[src/rtl/jtkunio_scr_romrq.sv]
// jtkunio_scr_romrq: two-entry cache in front of SDRAM for scroll tile ROM reads
module jtkunio_scr_romrq #(
    parameter logic [21:0] OFFSET = 22'h0
)(
    input  logic        clk,
    input  logic        rst,
    input  logic        rom_cs,
    input  logic [16:0] rom_addr,
    output logic [31:0] rom_data,
    output logic        rom_ok,
    output logic [21:0] sdram_addr,
    output logic        sdram_req,
    input  logic        sdram_ack,
    input  logic        sdram_dst,
    input  logic        sdram_rdy,
    input  logic [15:0] sdram_din
);
    typedef enum logic [1:0] {IDLE, REQ, WAIT_LO, WAIT_HI} state_t;
    state_t      state, state_nx;
    logic [1:0]  valid;
    logic [15:0] tag [2];
    logic [31:0] data [2];
    logic        lru, hit0, hit1, hit, got, start, fill, victim, addr_unused;
    logic [15:0] req_tag, lo;
    logic [31:0] data_hold;

    assign addr_unused = rom_addr[0];
    assign hit0      = rom_cs & valid[0] & (tag[0] == rom_addr[16:1]);
    assign hit1      = rom_cs & valid[1] & (tag[1] == rom_addr[16:1]);
    assign hit       = hit0 | hit1;
    assign rom_ok    = hit;
    assign rom_data  = hit0 ? data[0] : hit1 ? data[1] : data_hold;
    assign got       = sdram_rdy & sdram_dst;
    assign victim    = !valid[0] ? 1'b0 : !valid[1] ? 1'b1 : lru;
    assign sdram_req = state == REQ;

    // fetch sequencer state register
    always_ff @(posedge clk or posedge rst) begin
        if (rst) state <= IDLE;
        else     state <= state_nx;
    end

    // next state plus one-cycle start/fill strobes
    always_comb begin
        state_nx = state;
        start    = 1'b0;
        fill     = 1'b0;
        case (state)
            IDLE:    if (rom_cs && !hit) begin state_nx = REQ; start = 1'b1; end
            REQ:     if (sdram_ack) state_nx = WAIT_LO;
            WAIT_LO: if (got) state_nx = WAIT_HI;
            WAIT_HI: if (got) begin state_nx = IDLE; fill = 1'b1; end
            default: state_nx = IDLE;
        endcase
    end

    // request latch, low-half capture, cache fill and LRU tracking
    always_ff @(posedge clk or posedge rst) begin
        if (rst) begin
            valid      <= 2'b00;
            tag[0]     <= 16'h0;
            tag[1]     <= 16'h0;
            data[0]    <= 32'h0;
            data[1]    <= 32'h0;
            lru        <= 1'b0;
            req_tag    <= 16'h0;
            lo         <= 16'h0;
            sdram_addr <= 22'h0;
            data_hold  <= 32'h0;
        end else begin
            data_hold <= rom_data;
            if (start) begin
                sdram_addr <= OFFSET + {5'd0, rom_addr[16:1], 1'b0};
                req_tag    <= rom_addr[16:1];
            end
            if (state == WAIT_LO && got) lo <= sdram_din;
            if (fill) begin
                valid[victim] <= 1'b1;
                tag[victim]   <= req_tag;
                data[victim]  <= {sdram_din, lo};
                lru           <= ~victim;
            end else if (hit) lru <= ~hit1;
        end
    end
endmodule

[config.mk]
export PLATFORM = sky130hd
export DESIGN_NAME = jtkunio_scr_romrq
export DESIGN_NICKNAME = d
export VERILOG_FILES = /design/src/rtl/jtkunio_scr_romrq.sv
export SDC_FILE = /design/constraint.sdc
export NUM_CORES = 1
export LEC_CHECK = 0
export CAP_MARGIN = 20
export CORE_MARGIN = 3
export CORE_UTILIZATION = 30
export DETAILED_ROUTE_END_ITERATION = 8
export GPL_TIMING_DRIVEN = 0
export PLACE_DENSITY = 0.46
export SETUP_SLACK_MARGIN = 0.2
export SYNTH_ARGS = -nofsm -noshare
export SYNTH_HDL_FRONTEND = slang
export SYNTH_SLANG_ARGS = --single-unit
[constraint.sdc]
create_clock -name clk -period 7.4 [get_ports clk]
set_clock_uncertainty 0.2 [all_clocks]
set_input_delay 1.48 -clock clk [delete_from_list [all_inputs] [get_ports clk]]
set_output_delay 1.48 -clock clk [all_outputs]
set_load 0.05 [all_outputs]
## Word-level counts from Yosys, hierarchy flattened

Cells that the tools add are included.

- Output and inout port bits: 56
- Register bits after elaboration: 165
- Input port bits: 39
- Word-level logic and storage cells: 64

- Multiplexer cells: 23
- Reductions and logical operators: 8
- Bitwise gates (word level): 10
- Equal/unequal tests: 9
- Order comparisons: 4

Operators with widths:

| kind | number |
|---|---|
| 32-bit 2-to-1 mux | 3 |
| 64-bit bitwise mux | 1 |
| 32-bit bitwise mux | 1 |
| 32-bit demux with 1-bit select | 1 |
| 16-bit == test | 2 |
| 16-bit demux with 1-bit select | 1 |
| 16-bit 2-to-1 mux | 1 |
| 1-bit 2-to-1 mux | 9 |
| 2-bit 2-to-1 mux | 4 |
| 2-bit case mux with 4 select lines | 1 |
| 2-bit != test, second input constant | 3 |
| 1-bit bitwise AND | 5 |
| 2-bit == test, second input constant | 2 |
| 1-bit logical AND | 4 |
| 4-bit AND reduction | 1 |
| 2-bit by 1-bit == test with 1-bit output, second input constant | 1 |
| 2-bit >= comparator, second input constant | 1 |
| 2-bit zero test | 1 |
| 1-bit by 2-bit < comparator with 1-bit output, second input constant | 1 |
| 2-bit by 1-bit < comparator with 1-bit output, second input constant | 1 |
| 2-bit by 1-bit != test with 1-bit output, second input constant | 1 |
| 1-bit NOT | 2 |
| 1-bit NOT with 2-bit output | 1 |
| 2-bit bitwise OR | 1 |
| other kinds (5) | 5 |

## Depth between registers and ports, before layout

Gate-level depths: netlist of the first run.

- Word-level depth: 8
- Mapped depth: 7
- Mapped depth without buffers: 7

## Least setup slack after synthesis of the first run

No wires, ideal clock.

- Path type: input to output
- Start: input port rom_addr[12]
- End: output port rom_data[10]
- Slack: 2351 ps
- Arrival time: 3369 ps
- Path buffers: 1
- Stages on the path: 7
- Required time: 5720 ps
- Path through: xor2_1 -> nor4_2 -> nand4_2 -> nor3_4 -> buf_6 -> mux2_2 -> mux2_2

- Cells in the longest elaborated chain, start to end: 4
- Elaborated cells on any way between the ends: 6
- Those cells by class: 2 x eq/ne; 2 x mux; 2 x bitwise

Ends and longest elaborated chain:

| item | RTL line | text |
|---|---|---|
| start, declared | 8 | `input logic [16:0] rom_addr,` |
| 16-bit == test | 29 | `assign hit1 = rom_cs & valid[1] & (tag[1] == rom_addr[16:1]);` |
| 1-bit bitwise AND | 29 |  |
| 32-bit 2-to-1 mux | 32 | `assign rom_data = hit0 ? data[0] : hit1 ? data[1] : data_hold;` |
| 32-bit 2-to-1 mux * | 32 |  |
| end, declared | 9 | `output logic [31:0] rom_data,` |

Mark *: on every way between the ends. The rest lies on a longest branch, timed or not.

## Worst setup path in the final report of the first run

- Start: input port rom_addr[16]
- End: output port rom_data[10]

The elaborated chain is that of the path after synthesis.

==> summary.md, run 1 <==
| Metric | Value |
|---|---|
| Status | `finished clean` |
| CTS tree | `yes` |
| Post-synth top area share | `between 50% and 60%` |
| Routed wl met3 | `around 470 um` |
| Die Y | `around 160 um` |
| Worst hold slack | `~0.3 ns` |
| Post-synthesis cell count | `467` |
| Commonest non-fill, non-tap cell in the layout | `mux2_2` |
| Worst Setup SP | `rom_addr[16]` |
| CP startpoint kind | `input port` |
| Fin nets | `around 620` |
| First-pass GRT wire length | `roughly 26000 um` |
| Syn Area/Cell | `between 15 and 20 um^2` |
| DRT iter0 DRCs | `between 80 and 90` |
| Max IR drop VDD | `around 150 uV` |
| Setup Buffers After CTS | `0` |
| Vias in the first global route | `between 4000 and 5000` |
| Largest net degree at the start of global routing | `122` |
| Max Cap Violations | `0` |
| Port bufs | `87` |
| Synth area leader | `dfrtp_1` |
| Fin. Hold Viols | `0` |
| Number of remaining DRC errors | `0` |
| Synth async-reset ratio | `100.0%` |
| Total Power | `3.414 mW` |
| # H-tree levels | `4` |
| Max FO, Critical Path | `10` |
| Layout cell share with drive strength beyond 1 | `41.22%` |
| Hold buffer count at CTS | `0` |
| Final Wtd Congestion | `around 0.73` |
| Total gr overflow | `0` |
| Final Non-Filler Cells | `between 900 and 1000` |
| Period utilisation layout | `88.76%` |
| Highest metal layer with signal wires | `met4` |
| Initial core utilization | `between 30% and 40%` |
| CTS buffer count | `17` |
| Reg clk slew, reported paths | `0.06 ns` |
| Arr. time, crit path | `about 5 ns` |
| Metal1 wirelength | `around 7700 um` |
| Die Area | `~26000 um^2` |
| Setup CP Type | `in -> out` |
| Storage cell area | `4129 um^2` |
| CTS root buf | `clkbuf_16` |
| Cell area after synthesis | `between 7000 and 8000 um^2` |
| Hold_sp | `data[1]` |
| Most frequent cells in the layout | `182 x mux2_2, 165 x dfrtp_1, 87 x clkdlybuf4s50_1` |
| EDFF count, synth | `0` |
| Top FF cell, synth | `dfrtp_1` |
| Post-synthesis sequential area ratio | `57.79%` |
| WL met2 | `just under 8000 um` |
| Clk_lat worst skew | `0.43 ns` |
| Clock sink total | `165` |
| GRT Overall Usage | `around an eighth` |
| Fillers | `approximately 2200` |
| Fmax | `around 0.15 GHz` |
| Area grow syn2layout | `27.27%` |
| Multi-input logic area | `between 2000 and 3000 um^2` |
| Cts repair resizes | `0` |
| Tmin final | `6.568 ns` |
| Leakage | `4.109 nW` |
| RSZ-0062 raised after global routing | `no` |
| Hold Crit Class | `reg -> reg` |
| Required @ worst endpoint | `approximately 5.7 ns` |
| Reg2reg start | `state[0]` |
| TritonRoute pass-1 iters | `5` |
| Setup WS pre-CTS | `0.7882 ns` |
| Measured slew at the worst slew-check pin | `0.8879 ns` |
| Vias/cell | `~4.4` |
| Worst setup margin | `between 0.8 and 0.9 ns` |
| # setup viols final | `0` |
| Area contributors post-synth | `dfrtp_1 58%, mux2_2 29%, xor2_1 2.9%` |
| Library cells used by synthesis | `34` |
| Max-slew violations | `0` |
| DR WL/cell | `18.06 um` |
| HPWL Detailed | `approximately 11000 um` |
| DRT Wirelength | `approximately 16000 um` |
| Power Density | `around 380 nW/um^2` |
| Row count | `55` |
| Register bit total from synthesis | `165` |
| Die width | `160.3 um` |
| Slew headroom | `between 40% and 50%` |
| Number of top-level pins | `95` |
| Vias | `4011` |
| Critical path endpoint category | `output port` |
| Area of the core | `23050 um^2` |
| Antenna viol nets, final | `0` |
| Worst-case clock buffer depth | `2` |
| Yosys warnings | `0` |
| DP Cell Count | `just under 900` |
| Initial antenna violation count | `1` |
## state kept, by name, summed over array words and instances (netlist names)
register	flops
tag	32
data_hold	32
lo	16
valid	2
lru	1
state	2
data	64
req_tag	16
## synth_stat cells, types with 3 or more instances
| cell | number |
|---|---|
| buf_6 | 3 |
| nand2_1 | 5 |
| mux2_2 | 182 |
| nor2_1 | 3 |
| clkbuf_1 | 4 |
| ha_1 | 5 |
| dfrtp_1 | 165 |
| inv_1 | 6 |
| mux2_4 | 10 |
| mux2i_1 | 6 |
| xnor2_1 | 8 |
| o21ai_0 | 3 |
| buf_2 | 4 |
| nand3_1 | 4 |
| nor4_1 | 5 |
| buf_4 | 6 |
| xor2_1 | 24 |
| buf_1 | 7 |
## final cells by class
type / count / share of cell area, %
repair buffers: 88 / 9.880
multi-input cells: 276 / 31.36
clock buffers: 18 / 4.720
clock inverters: 14 / 2.202
inverters: 6 / 0.3303
plain buffers: 25 / 1.761
well taps: 313 / 4.307
diodes: 1 / 0.02752
flip-flops and latches: 165 / 45.41
## worst max-delay path, stage by stage
cell and delay, ns:
clkdlybuf4s50_1 0.47, xor2_1 0.20, nor4_2 0.35, nand4_2 0.18
nor3_4 0.57, buf_6 0.26, mux2_2 0.34, mux2_2 0.30
clkdlybuf4s50_1 0.71
## logic make-up (layout without fill, tap and decap cells)
logic type                 count (synthesis)  count (layout)  share of synthesized area (%)
AOI/OAI and AO/OA                          8               8                         0.7180
xor gates and xnor gates                  32              32                          3.923
adders and majority gates                  5               5                         0.8757
buffers and inverters                     31             151                          2.557
DFF                                      165             165                          57.79
muxes                                    198             198                          31.63
other                                      1               7                        0.05249
and+or+nand+nor                           27              27                          2.452
## where the power goes
| part | leakage (nW) | internal, mW | total, mW | switching [mW] |
|---|---|---|---|---|
| Sequential | 2.09 | 1.26 | 1.48 | 0.222 |
| Combinational | 1.72 | 0.514 | 0.986 | 0.473 |
| Clock | 0.303 | 0.570 | 0.946 | 0.376 |
## per-stage QoR
stage / instance area [um^2] / setup TNS (ns) / util, %
2_1_floorplan: 7163 / 0 / -
3_3_place_gp: 8426 / -166.50 / 36.55
6_report: 9092 / 0 / 39.44
5_1_grt: 9092 / 0 / 39.44
3_5_place_dp: 8461 / 0 / 36.70
4_1_cts: 9090 / 0 / 39.43
## path summary, 6_finish.rpt
kind                                      to  slack [ns]  cells past startpoint
max in group asynchronous              lo[4]        4.83                      3
worst max-delay path            rom_data[10]        0.83                      9
worst max register to register      data[49]        4.44                      6
worst min-delay path                 data[1]        0.30                      1
min in group asynchronous        req_tag[15]        1.24                      2
worst min register to register       data[1]        0.30                      1
## metal layers
| metal | up-vias | GRT usage (%) |
|---|---|---|
| li1 | 1863 | - |
| met1 | 2054 | 17.44 |
| met2 | 72 | 21.48 |
| met3 | 22 | 2.708 |
| met4 | 0 | 5.365 |
| met5 | - | 0 |
(Power assumes the default switching activity.)
==> inputs of run 2 (changes only) <==
--- a/config.mk
+++ b/config.mk
@@ -6,7 +6,7 @@
 export NUM_CORES = 1
 export LEC_CHECK = 0
 export CAP_MARGIN = 20
-export CORE_MARGIN = 3
+export CORE_MARGIN = 2
 export CORE_UTILIZATION = 30
 export DETAILED_ROUTE_END_ITERATION = 8
 export GPL_TIMING_DRIVEN = 0
==> run 2 against run 1 <==
Against the previous run: routed wire length decreased by 0.67%; power decreased by 0.43%; critical path depth unchanged; sequential share of layout area about the same; die area decreased by 2.5%; clock power decreased by 1%.
==> summary.md, run 2 (synthesis results as in run 1) <==
| Metric | Value |
|---|---|
| Status | `finished clean` |
| Row count | `56` |
| Antenna viol nets, final | `0` |
| HPWL Detailed | `between 10000 and 15000 um` |
| Power Density | `374.0 nW/um^2` |
| Die Area | `between 20000 and 30000 um^2` |
| Hold Crit Class | `reg -> reg` |
| TritonRoute pass-1 iters | `4` |
| Initial core utilization | `30.53%` |
| Leakage | `4.116 nW` |
| Tmin final | `~6.6 ns` |
| R2R Setup Slk | `between 4 and 5 ns` |
| Max reg flops | `64` |
| Final Wtd Congestion | `about 0.72` |
| Vias | `approximately 4000` |
| Fin nets | `623` |
| Max IR drop VDD | `144.7 uV` |
| Die Y | `158.3 um` |
| Slowest stage delay, CP | `0.71 ns` |
| Worst-case clock buffer depth | `2` |
| Cts repair resizes | `0` |
| Vias in the first global route | `roughly 4400` |
| Setup Buffers After CTS | `0` |
| CTS root buf | `clkbuf_16` |
| Setup CP Type | `in -> out` |
| Max FO, Critical Path | `10` |
| Number of remaining DRC errors | `0` |
| # setup viols final | `0` |
| Fin. Hold Viols | `0` |
| CTS tree | `yes` |
| Most frequent cells in the layout | `182 x mux2_2, 165 x dfrtp_1, 87 x clkdlybuf4s50_1` |
| Reg2reg start | `state[0]` |
| Fmax | `roughly 0.15 GHz` |
| Arr. time, crit path | `roughly 4.9 ns` |
| DRT iter0 DRCs | `140` |
| Reg clk slew, reported paths | `0.06 ns` |
| Measured slew at the worst slew-check pin | `approximately 0.82 ns` |
| Layout cell share with drive strength beyond 1 | `a little over 40%` |
| Worst hold slack | `0.3000 ns` |
| Critical path endpoint category | `output port` |
| Clock sink total | `~170` |
| Clk_lat worst skew | `roughly 0.42 ns` |
| RSZ-0062 raised after global routing | `no` |
| Total gr overflow | `0` |
| Slew headroom | `~45%` |
| First-pass GRT wire length | `25520 um` |
| # H-tree levels | `4` |
| R2r worst-path depth | `6` |
| Post-route setup TNS | `0 ns` |
| Max Cap Violations | `0` |
| DR WL/cell | `roughly 18 um` |
| Initial antenna violation count | `0` |
| Vias/cell | `approximately 4.4` |
| Area of the core | `between 20000 and 25000 um^2` |
| Max-slew violations | `0` |
| Die width | `158.3 um` |
| Antenna Cells | `0` |
| Biggest register | `data` |
| Port bufs | `87` |
| Number of top-level pins | `95` |
| GRT Overall Usage | `about 14%` |
| CP startpoint kind | `input port` |
| Critical Path End | `rom_data[14]` |
| Worst Setup SP | `rom_addr[3]` |
| Period utilisation layout | `between 80 and 90%` |
| CP max-delay cell | `clkdlybuf4s50_1` |
| Area grow syn2layout | `27.25%` |
| Commonest non-fill, non-tap cell in the layout | `mux2_2` |
| Hold buffer count at CTS | `0` |
| Largest net degree at the start of global routing | `94` |
| Required @ worst endpoint | `~5.7 ns` |
| CTS buffer count | `17` |
| RR Endpoint | `data[46]` |
| Top Registers | `data (64), data_hold (32), tag (32)` |
| DRT Wirelength | `between 15000 and 20000 um` |
| Crit-path cells | `clkdlybuf4s50_1, xor2_1, nor4_1, nand2_1, nor3_4, buf_6, mux2_2, mux2_2, clkdlybuf4s50_1` |
-- run 2: final cells by class --
cell class              instances  area [um^2]
plain buffers                  25        160.2
clock buffers                  20        456.7
clock inverters                12        166.4
fillers                      2268        14310
inverters                       6        30.03
multi-input cells             276         2851
flip-flops and latches        165         4129
well taps                     319        399.1
repair buffers                 88        898.4
-- run 2: how the worst min path moves through the flow --
stage / start / to / cells past startpoint
floorplan: valid[1] / valid[1] / 1
global placement: data[12] / data[12] / 1
detailed placement: data[6] / data[6] / 1
CTS: data[6] / data[6] / 1
global route: data[36] / data[36] / 1
finish: data[16] / data[16] / 1
-- run 2: worst max-delay path, delay by kind of cell --
| kind | cells | cell delay (ns) |
|---|---|---|
| buf+inv | 3 | 1.47 |
| mux | 2 | 0.63 |
| xor+xnor | 1 | 0.18 |
| simple gates | 3 | 1.17 |
-- run 2: power breakdown --
group | switching [mW] | internal [mW]
sequential | 0.222 | 1.26
clock | 0.377 | 0.558
combinational | 0.469 | 0.514
total | 1.07 | 2.33
-- run 2: layer usage --
layer / vias up / global-route usage [%] / wire [um]
li1: 1866 / - / -
met1: 2097 / 17.77 / 7480
met2: 67 / 23.08 / 8051
met3: 16 / 2.749 / 485
met4: 0 / 5.191 / 236
met5: - / 0 / 0
-- run 2: through the flow --
step	cells	area (um^2)	total power, mW	util [%]	setup slack (ns)
after CTS	911	9091	3.451	38.85	0.7205
after global routing	911	9091	3.603	38.85	0.6323
after detailed placement	879	8468	2.501	36.18	0.7163
after global placement	878	8433	2.446	36.04	-1.032
after floorplan	472	7163	2.187	-	1.258
final	911	9091	3.400	38.85	0.7878
==> RTL change: new RTL, flow settings as in run 1 <==
Encoding of `state_t`: now one-hot (4 bits for 4 states).
--- a/src/rtl/jtkunio_scr_romrq.sv
+++ b/src/rtl/jtkunio_scr_romrq.sv
@@ -17,3 +17,3 @@
 );
-    typedef enum logic [1:0] {IDLE, REQ, WAIT_LO, WAIT_HI} state_t;
+    typedef enum logic [3:0] {IDLE = 4'b0001, REQ = 4'b0010, WAIT_LO = 4'b0100, WAIT_HI = 4'b1000} state_t;
     state_t      state, state_nx;
Check against the original RTL: no difference found for any inputs over 4 cycles, from zero or initial values and one cycle with rst high; so few cycles prove little.
==> RTL change against run 1 <==
Hold slack improved by 3.3 ps. Global-route usage up 0.23 points. Wire length increased by 2.1%. Area after synthesis decreased by 1.4%. Power decreased by 28%. Cell area shrank 1.9%. Setup slack worse by 200 ps. Sequential cell count increased by 2. Core utilization shrank 0.39 points.
==> RTL change: results (changes against run 1) <==
GRT
  • Global-route wire length before repair: 26.6 mm (was 26.0 mm)
  • Met2 track demand over resource: 21.4% (was 21.5%)
  • Met3 Use GR: 3.30% (was 2.71%)
  • M1 GR Usage: 18.5% (was 17.4%)
  • Largest net degree at the start of global routing: 119 (was 122)

Power and ir drop
  • Peak supply drop: 0.136 mV (was 0.149 mV)
  • Gate power share: 21.5% (was 28.9%)
  • P_seq: 1.08 mW (was 1.48 mW)
  • Leak pwr: 4.27 nW (was 4.11 nW)
  • Total Power: 2.45 mW (was 3.41 mW)
  • Psw: 0.764 mW (was 1.07 mW)
  • Pwr Density: 274 nW/µm² (was 376 nW/µm²)

Yosys
  • Post-Synth XOR/XNOR Area: 3.98% (was 3.92%)
  • Unique masters post-synth: 40 (was 34)
  • Adder-Cell Fraction of Synth Area: 0% (was 0.876%)
  • Synth area leaders: dfrtp_1 59%, mux2_2 19%, mux2i_1 4.5% (was dfrtp_1 58%, mux2_2 29%, xor2_1 2.9%)
  • Seq/Total Area, Yosys: 59.4% (was 57.8%)
  • Top cells by count, synth: 166 x dfrtp_1, 119 x mux2_2, 38 x nor2_1 (was 182 x mux2_2, 165 x dfrtp_1, 24 x xor2_1)
  • Synth Area per Inst: 13.8 µm² (was 15.3 µm²)
  • Post-synthesis compound-gate area fraction: 3.32% (was 0.718%)
  • Mux contribution to synthesized area: 25.5% (was 31.6%)

STA
  • Fmax achieved: 0.148 GHz (was 0.152 GHz)
  • Worst-Margin Slew: 795 ps (was 888 ps)
  • Hold slack: 306 ps (was 303 ps)

Setup path
  • Worst reg-to-reg setup slack: 4430 ps (was 4440 ps)
  • Critical path data arrival time: 5090 ps (was 4890 ps)
  • R2R depth: 7 (was 6)
  • Reg-to-reg critical path startpoint: tag[10]$_DFFE_PP0P_ (was state[0]$_DFFE_PP0P_)
  • Critical Path Source: rom_addr[11] (was rom_addr[16])

Cells and area
  • Fillcell total: 2,227 (was 2,216)
  • Antenna cell count: 0 (was 1)
  • Final nets: 662 (was 623)
  • Final cell count without fillers: 949 (was 906)

Placement
  • Post-placement cell count: 917 (was 873)
  • Placed inst area: 8360 µm² (was 8460 µm²)
  • DP Worst Slack: 625 ps (was 788 ps)
  • Placer congestion estimate: 0.700 (was 0.731)

Worst hold path
  • HP Start: data[0]$_DFFE_PP0P_ (was data[1]$_DFFE_PP0P_)

Drt
  • Met3 WL: 459 µm (was 466 µm)
  • WL met1: 8.25 mm (was 7.66 mm)
  • Via count: 4,305 (was 4,011)
  • Post-Route WL: 16.7 mm (was 16.4 mm)

Outcome
  • Status: complete, no violations (unchanged)
## RTL change: changes by cell type after synthesis, moves of 2 or more
| cell | run 1 | this run |
|---|---|---|
| ha_1 | 5 | 0 |
| nand4_1 | 1 | 4 |
| nor3_1 | 1 | 3 |
| clkbuf_1 | 4 | 14 |
| a21oi_1 | 1 | 32 |
| nand2_1 | 5 | 7 |
| buf_6 | 3 | 1 |
| buf_1 | 7 | 3 |
| nor4_1 | 5 | 7 |
| nor3_4 | 2 | 0 |
| mux2_2 | 182 | 119 |
| mux2i_1 | 6 | 32 |
| nor2_1 | 3 | 38 |
## RTL change: layout make-up
class                           count  area share (%)
Sequential cell                   167            46.9
Multi-Input combinational cell    314            30.2
Timing Repair Buffer               88            10.1
Clock buffer                       19            5.08
Tap cell                          313            4.39
Buffer                             30            1.85
Clock inverter                     13            1.23
Inverter                            5           0.294
